**src/rtl/stopwatch_core.sv**
```systemverilog
// MM:SS BCD stopwatch with start/stop, clear and lap freeze, paced by a clk prescaler.
// Buttons are synchronized and edge-detected; each action lands two edges after the raw rise.
module stopwatch_core #(
  parameter int TICK_DIV    = 100000000,
  parameter int SYNC_STAGES = 2
) (
  input  logic       clk,
  input  logic       reset_n,
  input  logic       start_stop,
  input  logic       clear,
  input  logic       lap,
  output logic [6:0] stopwatch_sec,
  output logic [6:0] stopwatch_min,
  output logic       running,
  output logic       lap_active,
  output logic       rollover
);

  localparam int PW = $clog2(TICK_DIV);
  localparam logic [PW-1:0] PRE_MAX = PW'(TICK_DIV - 1);

  localparam logic [1:0] S_IDLE  = 2'd0;
  localparam logic [1:0] S_RUN   = 2'd1;
  localparam logic [1:0] S_PAUSE = 2'd2;

  // Button bus order: {lap, clear, start_stop}
  logic [2:0] sync_q [SYNC_STAGES];
  logic [2:0] prev_q;
  logic [2:0] btn_edge;
  logic       ev_ss;
  logic       ev_clr;
  logic       ev_lap;

  always_ff @(posedge clk or negedge reset_n) begin
    if (!reset_n) begin
      for (int i = 0; i < SYNC_STAGES; i++) sync_q[i] <= '0;
      prev_q <= '0;
    end else begin
      sync_q[0] <= {lap, clear, start_stop};
      for (int i = 1; i < SYNC_STAGES; i++) sync_q[i] <= sync_q[i-1];
      prev_q <= sync_q[SYNC_STAGES-1];
    end
  end

  assign btn_edge = sync_q[SYNC_STAGES-1] & ~prev_q;
  assign ev_ss    = btn_edge[0];
  assign ev_clr   = btn_edge[1];
  assign ev_lap   = btn_edge[2];

  // Returns {carry, next} for a packed BCD 00-59 value
  function automatic logic [7:0] bcd_inc(input logic [6:0] v);
    if (v[3:0] == 4'd9) begin
      if (v[6:4] == 3'd5) return {1'b1, 7'h00};
      return {1'b0, v[6:4] + 3'd1, 4'd0};
    end
    return {1'b0, v[6:4], v[3:0] + 4'd1};
  endfunction

  logic [1:0]    state_q, state_d;
  logic [PW-1:0] pre_q, pre_d;
  logic [6:0]    sec_q, sec_d, min_q, min_d;
  logic [6:0]    lat_sec_q, lat_sec_d, lat_min_q, lat_min_d;
  logic          lap_q, lap_d;
  logic          roll_d;
  logic          tick;
  logic [7:0]    sec_inc, min_inc;

  assign tick    = (state_q == S_RUN) && (pre_q == PRE_MAX);
  assign sec_inc = bcd_inc(sec_q);
  assign min_inc = bcd_inc(min_q);

  always_comb begin
    state_d   = state_q;
    pre_d     = pre_q;
    sec_d     = sec_q;
    min_d     = min_q;
    lat_sec_d = lat_sec_q;
    lat_min_d = lat_min_q;
    lap_d     = lap_q;
    roll_d    = 1'b0;

    if (state_q == S_RUN) begin
      pre_d = tick ? '0 : pre_q + 1'b1;
      if (tick) begin
        sec_d = sec_inc[6:0];
        if (sec_inc[7]) begin
          min_d  = min_inc[6:0];
          roll_d = min_inc[7];
        end
      end
    end

    // Lap latches the pre-increment count even when a tick lands the same cycle
    if (ev_lap && state_q != S_IDLE) begin
      if (!lap_q) begin
        lat_sec_d = sec_q;
        lat_min_d = min_q;
        lap_d     = 1'b1;
      end else begin
        lap_d = 1'b0;
      end
    end

    case (state_q)
      S_IDLE: begin
        if (ev_ss) begin
          state_d = S_RUN;
          pre_d   = '0;
        end
      end
      S_RUN: begin
        if (ev_ss) state_d = S_PAUSE;
      end
      S_PAUSE: begin
        // Clear wins over a same-cycle start_stop and over lap
        if (ev_clr) begin
          state_d   = S_IDLE;
          pre_d     = '0;
          sec_d     = '0;
          min_d     = '0;
          lat_sec_d = '0;
          lat_min_d = '0;
          lap_d     = 1'b0;
        end else if (ev_ss) begin
          state_d = S_RUN;
        end
      end
      default: state_d = S_IDLE;
    endcase
  end

  always_ff @(posedge clk or negedge reset_n) begin
    if (!reset_n) begin
      state_q       <= S_IDLE;
      pre_q         <= '0;
      sec_q         <= '0;
      min_q         <= '0;
      lat_sec_q     <= '0;
      lat_min_q     <= '0;
      lap_q         <= 1'b0;
      stopwatch_sec <= '0;
      stopwatch_min <= '0;
      rollover      <= 1'b0;
    end else begin
      state_q       <= state_d;
      pre_q         <= pre_d;
      sec_q         <= sec_d;
      min_q         <= min_d;
      lat_sec_q     <= lat_sec_d;
      lat_min_q     <= lat_min_d;
      lap_q         <= lap_d;
      stopwatch_sec <= lap_d ? lat_sec_d : sec_d;
      stopwatch_min <= lap_d ? lat_min_d : min_d;
      rollover      <= roll_d;
    end
  end

  assign running    = (state_q == S_RUN);
  assign lap_active = lap_q;

endmodule

```
**config.mk**
```make
export PLATFORM = sky130hd
export DESIGN_NAME = stopwatch_core
export DESIGN_NICKNAME = d
export VERILOG_FILES = /design/src/rtl/stopwatch_core.sv
export SDC_FILE = /design/constraint.sdc
export NUM_CORES = 1
export LEC_CHECK = 0
export CAP_MARGIN = 20
export CORE_ASPECT_RATIO = 1.75
export CORE_MARGIN = 2
export CORE_UTILIZATION = 46
export CTS_CLUSTER_SIZE = 12
export DETAILED_ROUTE_END_ITERATION = 12
export PLACE_DENSITY = 0.64
export RECOVER_POWER = 50
export SLEW_MARGIN = 25
export SYNTH_ARGS = -nofsm -noshare
export SYNTH_HDL_FRONTEND = slang
export SYNTH_SLANG_ARGS = --single-unit
```
**constraint.sdc**
```tcl
create_clock -name clk -period 3.2 [get_ports clk]
set_input_delay 0.96 -clock clk [delete_from_list [all_inputs] [get_ports clk]]
set_output_delay 0.96 -clock clk [all_outputs]
set_load 0.02 [all_outputs]
```
==> summary.md, run 1 <==
| Metric | Value |
|---|---|
| Worst-path clk slew | `60 ps` |
| Post-Synthesis Cells | `347` |
| ANT nets after route | `0` |
| Final setup violation count | `0` |
| Slew Limit Headroom | `0.241` |
| Vias in the first global route | `2695` |
| # H-tree levels | `3` |
| Total I/O pin count | `22` |
| Clock network power share | `0.373` |
| Psw | `727 uW` |
| DRC viols | `0` |
| Cell-internal power | `1770 uW` |
| CP Launch Type | `flip-flop` |
| Starting Density | `0.474` |
| Die W | `72.4 um` |
| Worst-Margin Slew | `1140 ps` |
| ANT cells | `0` |
| Wire per inst | `15.9 um` |
| Hold_sp | `sync_q[4]$_DFF_PN0_` |
| Outcome | `finished, final reports clean` |
| Row count | `43` |
| Dpl hpwl | `5110 um` |
| Clock root cell | `clkbuf_16` |
| Async set-or-reset flop fraction in the synthesized netlist | `1.00` |
| Max stage delay cell, worst path | `clkdlybuf4s50_1` |
| #FFs+latches synth | `82` |
| Hold_buf cts | `0` |
| Synth cell types | `46` |
| TritonRoute pass-1 iters | `4` |
| Multi-input logic area | `1600 um2` |
| RD Place Congestion | `0.845` |
| Arr. time, crit path | `1730 ps` |
| Post-CTS setup repair buffer count | `0` |
| Area added between synthesis and finish | `14.7%` |
| Warning count from the yosys run | `0` |
| Post_cts resized | `0` |
| Fillers | `716` |
| Avg Cell Area, Syn | `10.9 um2` |
| Clock Latency Late Sink | `330 ps` |
| HP Class | `flip-flop to flip-flop` |
| Vias | `2590` |
| Vias per inst | `5.58` |
| Slew Limit Fails | `0` |
| Static leakage | `0.00213 uW` |
| Sequential area share after synthesis | `0.544` |
| Syn nets | `355` |
| Peak supply drop | `0.000343 V` |
| Reg2Reg Launch Point | `pre_q[11]$_DFF_PN0_` |
| Die height | `124 um` |
| Initial DRC Count | `97` |
| Clk_skew | `7.82 ps` |
| WS Path Type | `flip-flop to output port` |
| Final wirelength | `7380 um` |
| Global Route Usage Sum | `0.187` |
| CP required | `2240 ps` |
| Sw Ratio | `0.291` |
| Final Net Count | `378` |
| Clock sink total | `82` |
| Die area | `8970 um2` |
| Post-layout min period | `2690 ps` |
| WP buf/inv | `2` |
| Slowest stage delay, CP | `610 ps` |
| Worst Setup SP | `state_q[1]$_DFFE_PN0P_` |
| Cts bufs inserted | `9` |
| Register area | `2050 um2` |
| Hold Fails Final Rpt | `0` |
| Most frequent cells in the layout | `dfrtp_1, nor2_1, xor2_1, nand4_1, mux2i_1` |
| Post-synth top flop | `dfrtp_1` |
| PortBufs | `21` |
| Setup TNS | `0 ps` |
| Initial antenna violation count | `0` |
| Sequential share of power | `0.455` |
| Total grt overflow | `0` |
| Finished Layout Cells | `464` |
| Post-synth EDFFs | `0` |
| Top delay family on crit path | `buffers and inverters` |
| Max Freq | `0.371 GHz` |
| TritonCTS clock tree | `done` |
| Maximum buffer depth of the clock tree | `2` |
| Core area | `7960 um2` |
| Combinational power share | `0.172` |
| Commonest non-fill, non-tap cell in the layout | `dfrtp_1` |
| Max_cap viols | `0` |
| Final worst-path cycle share | `0.841` |
| Placed cell count | `449` |
| RSZ-0062 raised after global routing | `false` |
| First-pass GRT wire length | `12700 um` |
| Crit path cell chain | `nand2b_1, inv_1, clkdlybuf4s50_1` |
| Critical-path maximum fanout | `9` |
| Layout cells sized above 1 | `0.0909` |
| Largest net degree at the start of global routing | `48` |
| Post-Syn Area | `3770 um2` |
| Element type at the critical path end | `output port` |
| Pwr/cell area | `577 nW/um2` |
## cell families after synthesis
logic type,after synthesis,synth area share
and+or+nand+nor,154,0.221
xor gates and xnor gates,30,0.0697
DFF,82,0.544
adders and majority gates,3,0.00995
muxes,22,0.0587
buffers and inverters,24,0.0318
AOI/OAI and AO/OA,32,0.0647
## cell type report
class	count	share of cell area
clock buffers	9	0.0521
clock inverters	6	0.0101
inverters	5	0.00434
multi-input cells	241	0.370
flip-flops and latches	82	0.475
well taps	90	0.0260
repair buffers	31	0.0631
## state kept, by name, summed over array words and instances, names as in the netlist
register and count:
sync_q 6, lap_active 1, rollover 1, lat_min_q 7, pre_q 27, lat_sec_q 7, state_q 2, sec_q 7
stopwatch_min 7, stopwatch_sec 7, min_q 7, prev_q 3
## layer usage
layer / track usage / vias up / part of all wire
met5: 0 / - / 0
met4: 0.0903 / 0 / 0.025
met3: 0.0485 / 9 / 0.028
met2: 0.317 / 35 / 0.52
met1: 0.217 / 1289 / 0.42
li1: - / 1257 / -
## worst reg2reg max path, stage by stage (launching register included)
cell and delay [ps]:
dfrtp_1 410, or4_4 560, nor4_4 590, and2_1 370, a311o_1 170, buf_4 270, nor2_1 90
## through the flow
step | hold slack [ps] | instance area [um2] | setup WS, ps | power, uW | util
after global routing | 361 | 4320 | 382 | 2620 | 0.543
after global placement | 334 | 4070 | 628 | 1590 | 0.511
after CTS | 356 | 4330 | 489 | 2530 | 0.544
final | 352 | 4320 | 508 | 2500 | 0.543
after detailed placement | 340 | 4070 | 594 | 1590 | 0.511
after floorplan | 331 | 3770 | 1140 | 1440 | -
## power by group through the flow
stage | Clock, uW | Combinational (uW) | Sequential, uW
finish | 931 | 429 | 1140
global route | 997 | 477 | 1140
CTS | 954 | 441 | 1140
detailed placement | 0 | 439 | 1160
global placement | 0 | 436 | 1150
floorplan | 0 | 289 | 1150
## synthesized netlist by cell type (6+ instances only)
cell | count | area share
o2bb2ai_1 | 10 | 0.023
nor2b_1 | 6 | 0.010
a21oi_1 | 6 | 0.0080
nand4_1 | 22 | 0.036
nand3_1 | 11 | 0.015
buf_2 | 6 | 0.0080
clkbuf_1 | 9 | 0.0090
xor2_1 | 23 | 0.053
dfrtp_1 | 82 | 0.54
nor2_1 | 65 | 0.065
xnor2_1 | 7 | 0.016
nand2_1 | 12 | 0.012
mux2i_1 | 21 | 0.056
## final timing paths
| kind | cells after the start | end | slack, ps |
|---|---|---|---|
| hold reg to reg | 0 | sync_q[1]$_DFF_PN0_ | 350 |
| max in group asynchronous | 2 | pre_q[15]$_DFF_PN0_ | 860 |
| setup / recovery | 3 | running | 510 |
| setup reg to reg | 6 | pre_q[6]$_DFF_PN0_ | 610 |
| min in group asynchronous | 1 | state_q[1]$_DFFE_PN0P_ | 840 |
| hold / removal | 0 | sync_q[1]$_DFF_PN0_ | 350 |
Note: power is estimated with default switching activity, not from simulation.
==> run 2: changes to the inputs <==
==> constraint.sdc (replaced) <==
create_clock -name clk -period 2.5 [get_ports clk]
set_input_delay 0.75 -clock clk [delete_from_list [all_inputs] [get_ports clk]]
set_output_delay 0.75 -clock clk [all_outputs]
set_load 0.02 [all_outputs]
==> summary.md, run 2 (synthesis gave the netlist of run 1 again) <==
| Metric | Value |
|---|---|
| Final worst-path cycle share | `0.916` |
| Clock sink total | `82` |
| Max Freq | `0.437 GHz` |
| Layout cells sized above 1 | `0.108` |
| Arr. time, crit path | `2520 ps` |
| Outcome | `complete, but fails checks` |
| Vias per inst | `5.70` |
| Die W | `72.4 um` |
| Clock network power share | `0.406` |
| Final Net Count | `384` |
| Combinational power share | `0.161` |
| RSZ-0062 raised after global routing | `false` |
| Psw | `903 uW` |
| Vias | `2680` |
| Largest register FFs | `27` |
| Setup TNS | `0 ps` |
| Pwr/cell area | `757 nW/um2` |
| HP Class | `flip-flop to flip-flop` |
| Initial antenna violation count | `0` |
| ANT nets after route | `0` |
| Maximum buffer depth of the clock tree | `2` |
| Failing checks | `capacitance limit, slew limit` |
| Sw Ratio | `0.268` |
| Wire per inst | `16.5 um` |
| Commonest non-fill, non-tap cell in the layout | `dfrtp_1` |
| First-pass GRT wire length | `13400 um` |
| PortBufs | `21` |
| Clock root cell | `clkbuf_16` |
| DRC viols | `0` |
| Die height | `124 um` |
| Final setup violation count | `0` |
| Die area | `8970 um2` |
| Cell-internal power | `2460 uW` |
| Row count | `43` |
| Worst-path clk slew | `60 ps` |
| Peak supply drop | `0.000614 V` |
| Post-layout min period | `2290 ps` |
| Core area | `7960 um2` |
| Worst-Margin Slew | `1510 ps` |
| Critical-path maximum fanout | `8` |
| Slew Limit Fails | `28` |
| Clock Latency Late Sink | `330 ps` |
| Slew Limit Headroom | `-0.00908` |
| WHS | `346 ps` |
| RD Place Congestion | `0.786` |
| Area added between synthesis and finish | `17.8%` |
| CP required | `2730 ps` |
| CP Launch Type | `flip-flop` |
| Most frequent cells in the layout | `dfrtp_1, nor2_1, xor2_1, nand4_1, mux2i_1` |
| Most flops, register | `pre_q` |
| Initial DRC Count | `121` |
| Total I/O pin count | `22` |
| WS Path Type | `flip-flop to flip-flop` |
| Max_cap viols | `1` |
| Hold Fails Final Rpt | `0` |
| Global Route Usage Sum | `0.198` |
| # H-tree levels | `3` |
| Cts bufs inserted | `9` |
| Static leakage | `0.00220 uW` |
| Clk_skew | `4.24 ps` |
| Hold_buf cts | `0` |
| Element type at the critical path end | `flip-flop` |
| Final wirelength | `7770 um` |
| Largest net degree at the start of global routing | `56` |
| Starting Density | `0.474` |
| ANT cells | `0` |
| Dpl hpwl | `5390 um` |
| TritonCTS clock tree | `done` |
| Total grt overflow | `0` |
| TritonRoute pass-1 iters | `4` |
| Vias in the first global route | `2769` |
| Sequential share of power | `0.432` |
-- run 2: cell types whose count changed in the layout (fill, tap and decap cells not counted), sizes merged --
cell / before / now
buf: 8 / 16
bufinv: 0 / 2
clkbuf: 12 / 11
clkdlybuf4s50: 17 / 16
clkinvlp: 4 / 2
dlygate4sd2: 0 / 1
inv: 6 / 5
-- run 2: layer usage --
layer | GRT usage | wire, um | share of wire
met1 | 0.230 | 3100 | 0.40
met2 | 0.351 | 4310 | 0.55
met3 | 0.0437 | 226 | 0.029
met4 | 0.0764 | 129 | 0.017
met5 | 0 | 0 | 0
-- run 2: area by class of cell --
class                   count  area [um2]
fillers                   722        3520
inverters                   5        18.8
clock inverters             5        80.1
repair buffers             37         348
multi-input cells         241        1600
well taps                  90         113
flip-flops and latches     82        2050
clock buffers              10         229
-- run 2: worst paths after layout --
check / from / end / slack, ps / cells after the start
max: pre_q[10]$_DFF_PN0_ / sec_q[3]$_DFF_PN0_ / 210 / 6
min: sync_q[5]$_DFF_PN0_ / sync_q[2]$_DFF_PN0_ / 350 / 0
max reg2reg: pre_q[10]$_DFF_PN0_ / sec_q[3]$_DFF_PN0_ / 210 / 6
min reg2reg: sync_q[5]$_DFF_PN0_ / sync_q[2]$_DFF_PN0_ / 350 / 0
max in group asynchronous: reset_n / lat_min_q[6]$_DFF_PN0_ / 760 / 2
min in group asynchronous: reset_n / pre_q[4]$_DFF_PN0_ / 770 / 1
-- run 2: power by group through the flow --
stage / combinational [uW] / sequential, uW / clock (uW)
2_1_floorplan: 370 / 1470 / 0
3_3_place_gp: 558 / 1480 / 0
3_5_place_dp: 562 / 1480 / 0
4_1_cts: 560 / 1460 / 1410
5_1_grt: 605 / 1470 / 1460
6_report: 542 / 1450 / 1370
-- run 2: worst max-delay path, stage by stage (launching register included) --
cell,delay (ps)
dfrtp_1,420
or4b_4,560
nor4_4,270
buf_4,190
and2_2,250
a41oi_1,170
a311oi_1,300
-- run 2: stage by stage --
step                setup slack (ps)  power [uW]  instance area [um2]  cells  utilization
finish                           211        3360                 4440    470        0.558
global route                     117        3530                 4440    470        0.558
CTS                             36.3        3430                 4440    469        0.557
detailed placement              76.4        2040                 4130    454        0.518
global placement                 142        2030                 4130    454        0.518
floorplan                        438        1840                 3770    347            -
-- run 2: timing repair --
action                                  in CTS  in global routing
endpoints found under the setup margin       1                 27
gates resized for setup                      1                  1
pin swaps                                    0                  1
setup buffers                                0                  1
==> run 3: changes to the inputs <==
==> constraint.sdc (replaced) <==
create_clock -name clk -period 2.64 [get_ports clk]
set_input_delay 0.792 -clock clk [delete_from_list [all_inputs] [get_ports clk]]
set_output_delay 0.792 -clock clk [all_outputs]
set_load 0.02 [all_outputs]
==> summary.md, run 3 (synthesis gave the netlist of run 1 again) <==
| Metric | Value |
|---|---|
| Outcome | `finished, final reports clean` |
| Area added between synthesis and finish | `16.6%` |
| Post_cts resized | `0` |
| RD Place Congestion | `0.788` |
| Hold_sp | `sync_q[5]$_DFF_PN0_` |
| Clock Latency Late Sink | `340 ps` |
| Total grt overflow | `0` |
| Global Route Usage Sum | `0.190` |
| Static leakage | `0.00217 uW` |
| Max stage delay cell, worst path | `clkdlybuf4s50_1` |
| Final wirelength | `7460 um` |
| Maximum buffer depth of the clock tree | `2` |
| Worst-path clk slew | `60 ps` |
| Post-place instance area | `4100 um2` |
| WS Path Type | `flip-flop to output port` |
| Arr. time, crit path | `1730 ps` |
| WP buf/inv | `2` |
| Vias per inst | `5.56` |
| ANT cells | `0` |
| Largest net degree at the start of global routing | `44` |
| DRC viols | `0` |
| Die area | `8970 um2` |
| TritonCTS clock tree | `done` |
| Reg2Reg Launch Point | `pre_q[8]$_DFF_PN0_` |
| Row count | `43` |
| Post-layout min period | `2520 ps` |
| Most frequent cells in the layout | `dfrtp_1, nor2_1, xor2_1, nand4_1, mux2i_1` |
| Reg2Reg Depth | `6` |
| Most flops, register | `pre_q` |
| Hold Path Depth | `0` |
| CP required | `1850 ps` |
| Largest register FFs | `27` |
| Critical-path maximum fanout | `9` |
| Cts bufs inserted | `9` |
| Clock root cell | `clkbuf_16` |
| Setup TNS | `0 ps` |
| Die W | `72.4 um` |
| Slew Limit Fails | `0` |
| Final worst-path cycle share | `0.954` |
| Dpl hpwl | `5240 um` |
| Initial DRC Count | `126` |
| Hold Crit Endpoint | `sync_q[2]$_DFF_PN0_` |
| Hold Fails Final Rpt | `0` |
| Final Net Count | `379` |
| Pwr/cell area | `733 nW/um2` |
| Clk_skew | `5.99 ps` |
| Total I/O pin count | `22` |
| RSZ-0062 raised after global routing | `false` |
| Clock sink total | `82` |
| Design area | `4400 um2` |
| Commonest non-fill, non-tap cell in the layout | `dfrtp_1` |
| Top delay family on crit path | `buffers and inverters` |
| Crit path cell chain | `nand2b_1, inv_1, clkdlybuf4s50_1` |
| Core area | `7960 um2` |
| HP Class | `flip-flop to flip-flop` |
| Hold_buf cts | `0` |
| Element type at the critical path end | `output port` |
| Layout cells sized above 1 | `0.0957` |
| Max_cap viols | `0` |
| Initial antenna violation count | `0` |
| Final setup violation count | `0` |
| Starting Density | `0.474` |
| Post-CTS setup repair buffer count | `0` |
| Worst r2r dst | `pre_q[12]$_DFF_PN0_` |
| Die height | `124 um` |
| TritonRoute pass-1 iters | `4` |
| First-pass GRT wire length | `12800 um` |
| Wire per inst | `16.0 um` |
| Max Freq | `0.397 GHz` |
| Slowest stage delay, CP | `610 ps` |
| # H-tree levels | `3` |
| PortBufs | `21` |
| Worst-Margin Slew | `1030 ps` |
| Peak supply drop | `0.000434 V` |
| Total Power | `3220 uW` |
| Slew Limit Headroom | `0.312` |
| Vias | `2591` |
| ANT nets after route | `0` |
| R2R setup slack | `280 ps` |
| Vias in the first global route | `2675` |
| CP Launch Type | `flip-flop` |
-- run 3: power by group --
group	total (uW)	switching, uW	internal (uW)
logic	512	319	194
registers	1380	64.5	1320
clock network	1330	499	831
total	3220	882	2340
-- run 3: cell type report --
| class | instances | area [um2] |
|---|---|---|
| tap | 90 | 113 |
| multi-input combinational | 241 | 1600 |
| sequential | 82 | 2050 |
| inverter | 5 | 18.8 |
| timing repair buffer | 32 | 294 |
| fill | 734 | 3570 |
| clock inverter | 6 | 90.1 |
| clock buffer | 10 | 229 |
-- run 3: layer usage --
layer,track usage,vias up,routed length [um]
met3,0.0364,13,142
li1,-,1271,-
met4,0.0995,0,194
met5,0,-,0
met2,0.329,25,4080
met1,0.219,1282,3050
-- run 3: worst max path at each step --
stage	start	endpoint	slack, ps	cells past startpoint
floorplan	pre_q[11]$_DFF_PN0_	pre_q[5]$_DFF_PN0_	580	8
global placement	pre_q[8]$_DFF_PN0_	pre_q[17]$_DFF_PN0_	330	6
detailed placement	pre_q[11]$_DFF_PN0_	pre_q[6]$_DFF_PN0_	280	6
CTS	state_q[1]$_DFFE_PN0P_	running	80	3
global route	state_q[1]$_DFFE_PN0P_	running	60	3
finish	state_q[1]$_DFFE_PN0P_	running	120	3
-- run 3: worst reg2reg max path: cells and delay by family, from the launching register on --
family | cells | cell delay, ps
and+or+nand+nor | 4 | 1410
DFF | 1 | 430
AOI/OAI and AO/OA | 1 | 230
buffers and inverters | 1 | 180
-- run 3: through the flow --
step                      hold WS [ps]   util  setup WS (ps)  cells
after global placement             335  0.515            327    450
after CTS                          349  0.555           79.9    466
after detailed placement           335  0.515            281    450
after floorplan                    331      -            578    347
after global routing               356  0.552           57.1    466
final                              346  0.552            123    466
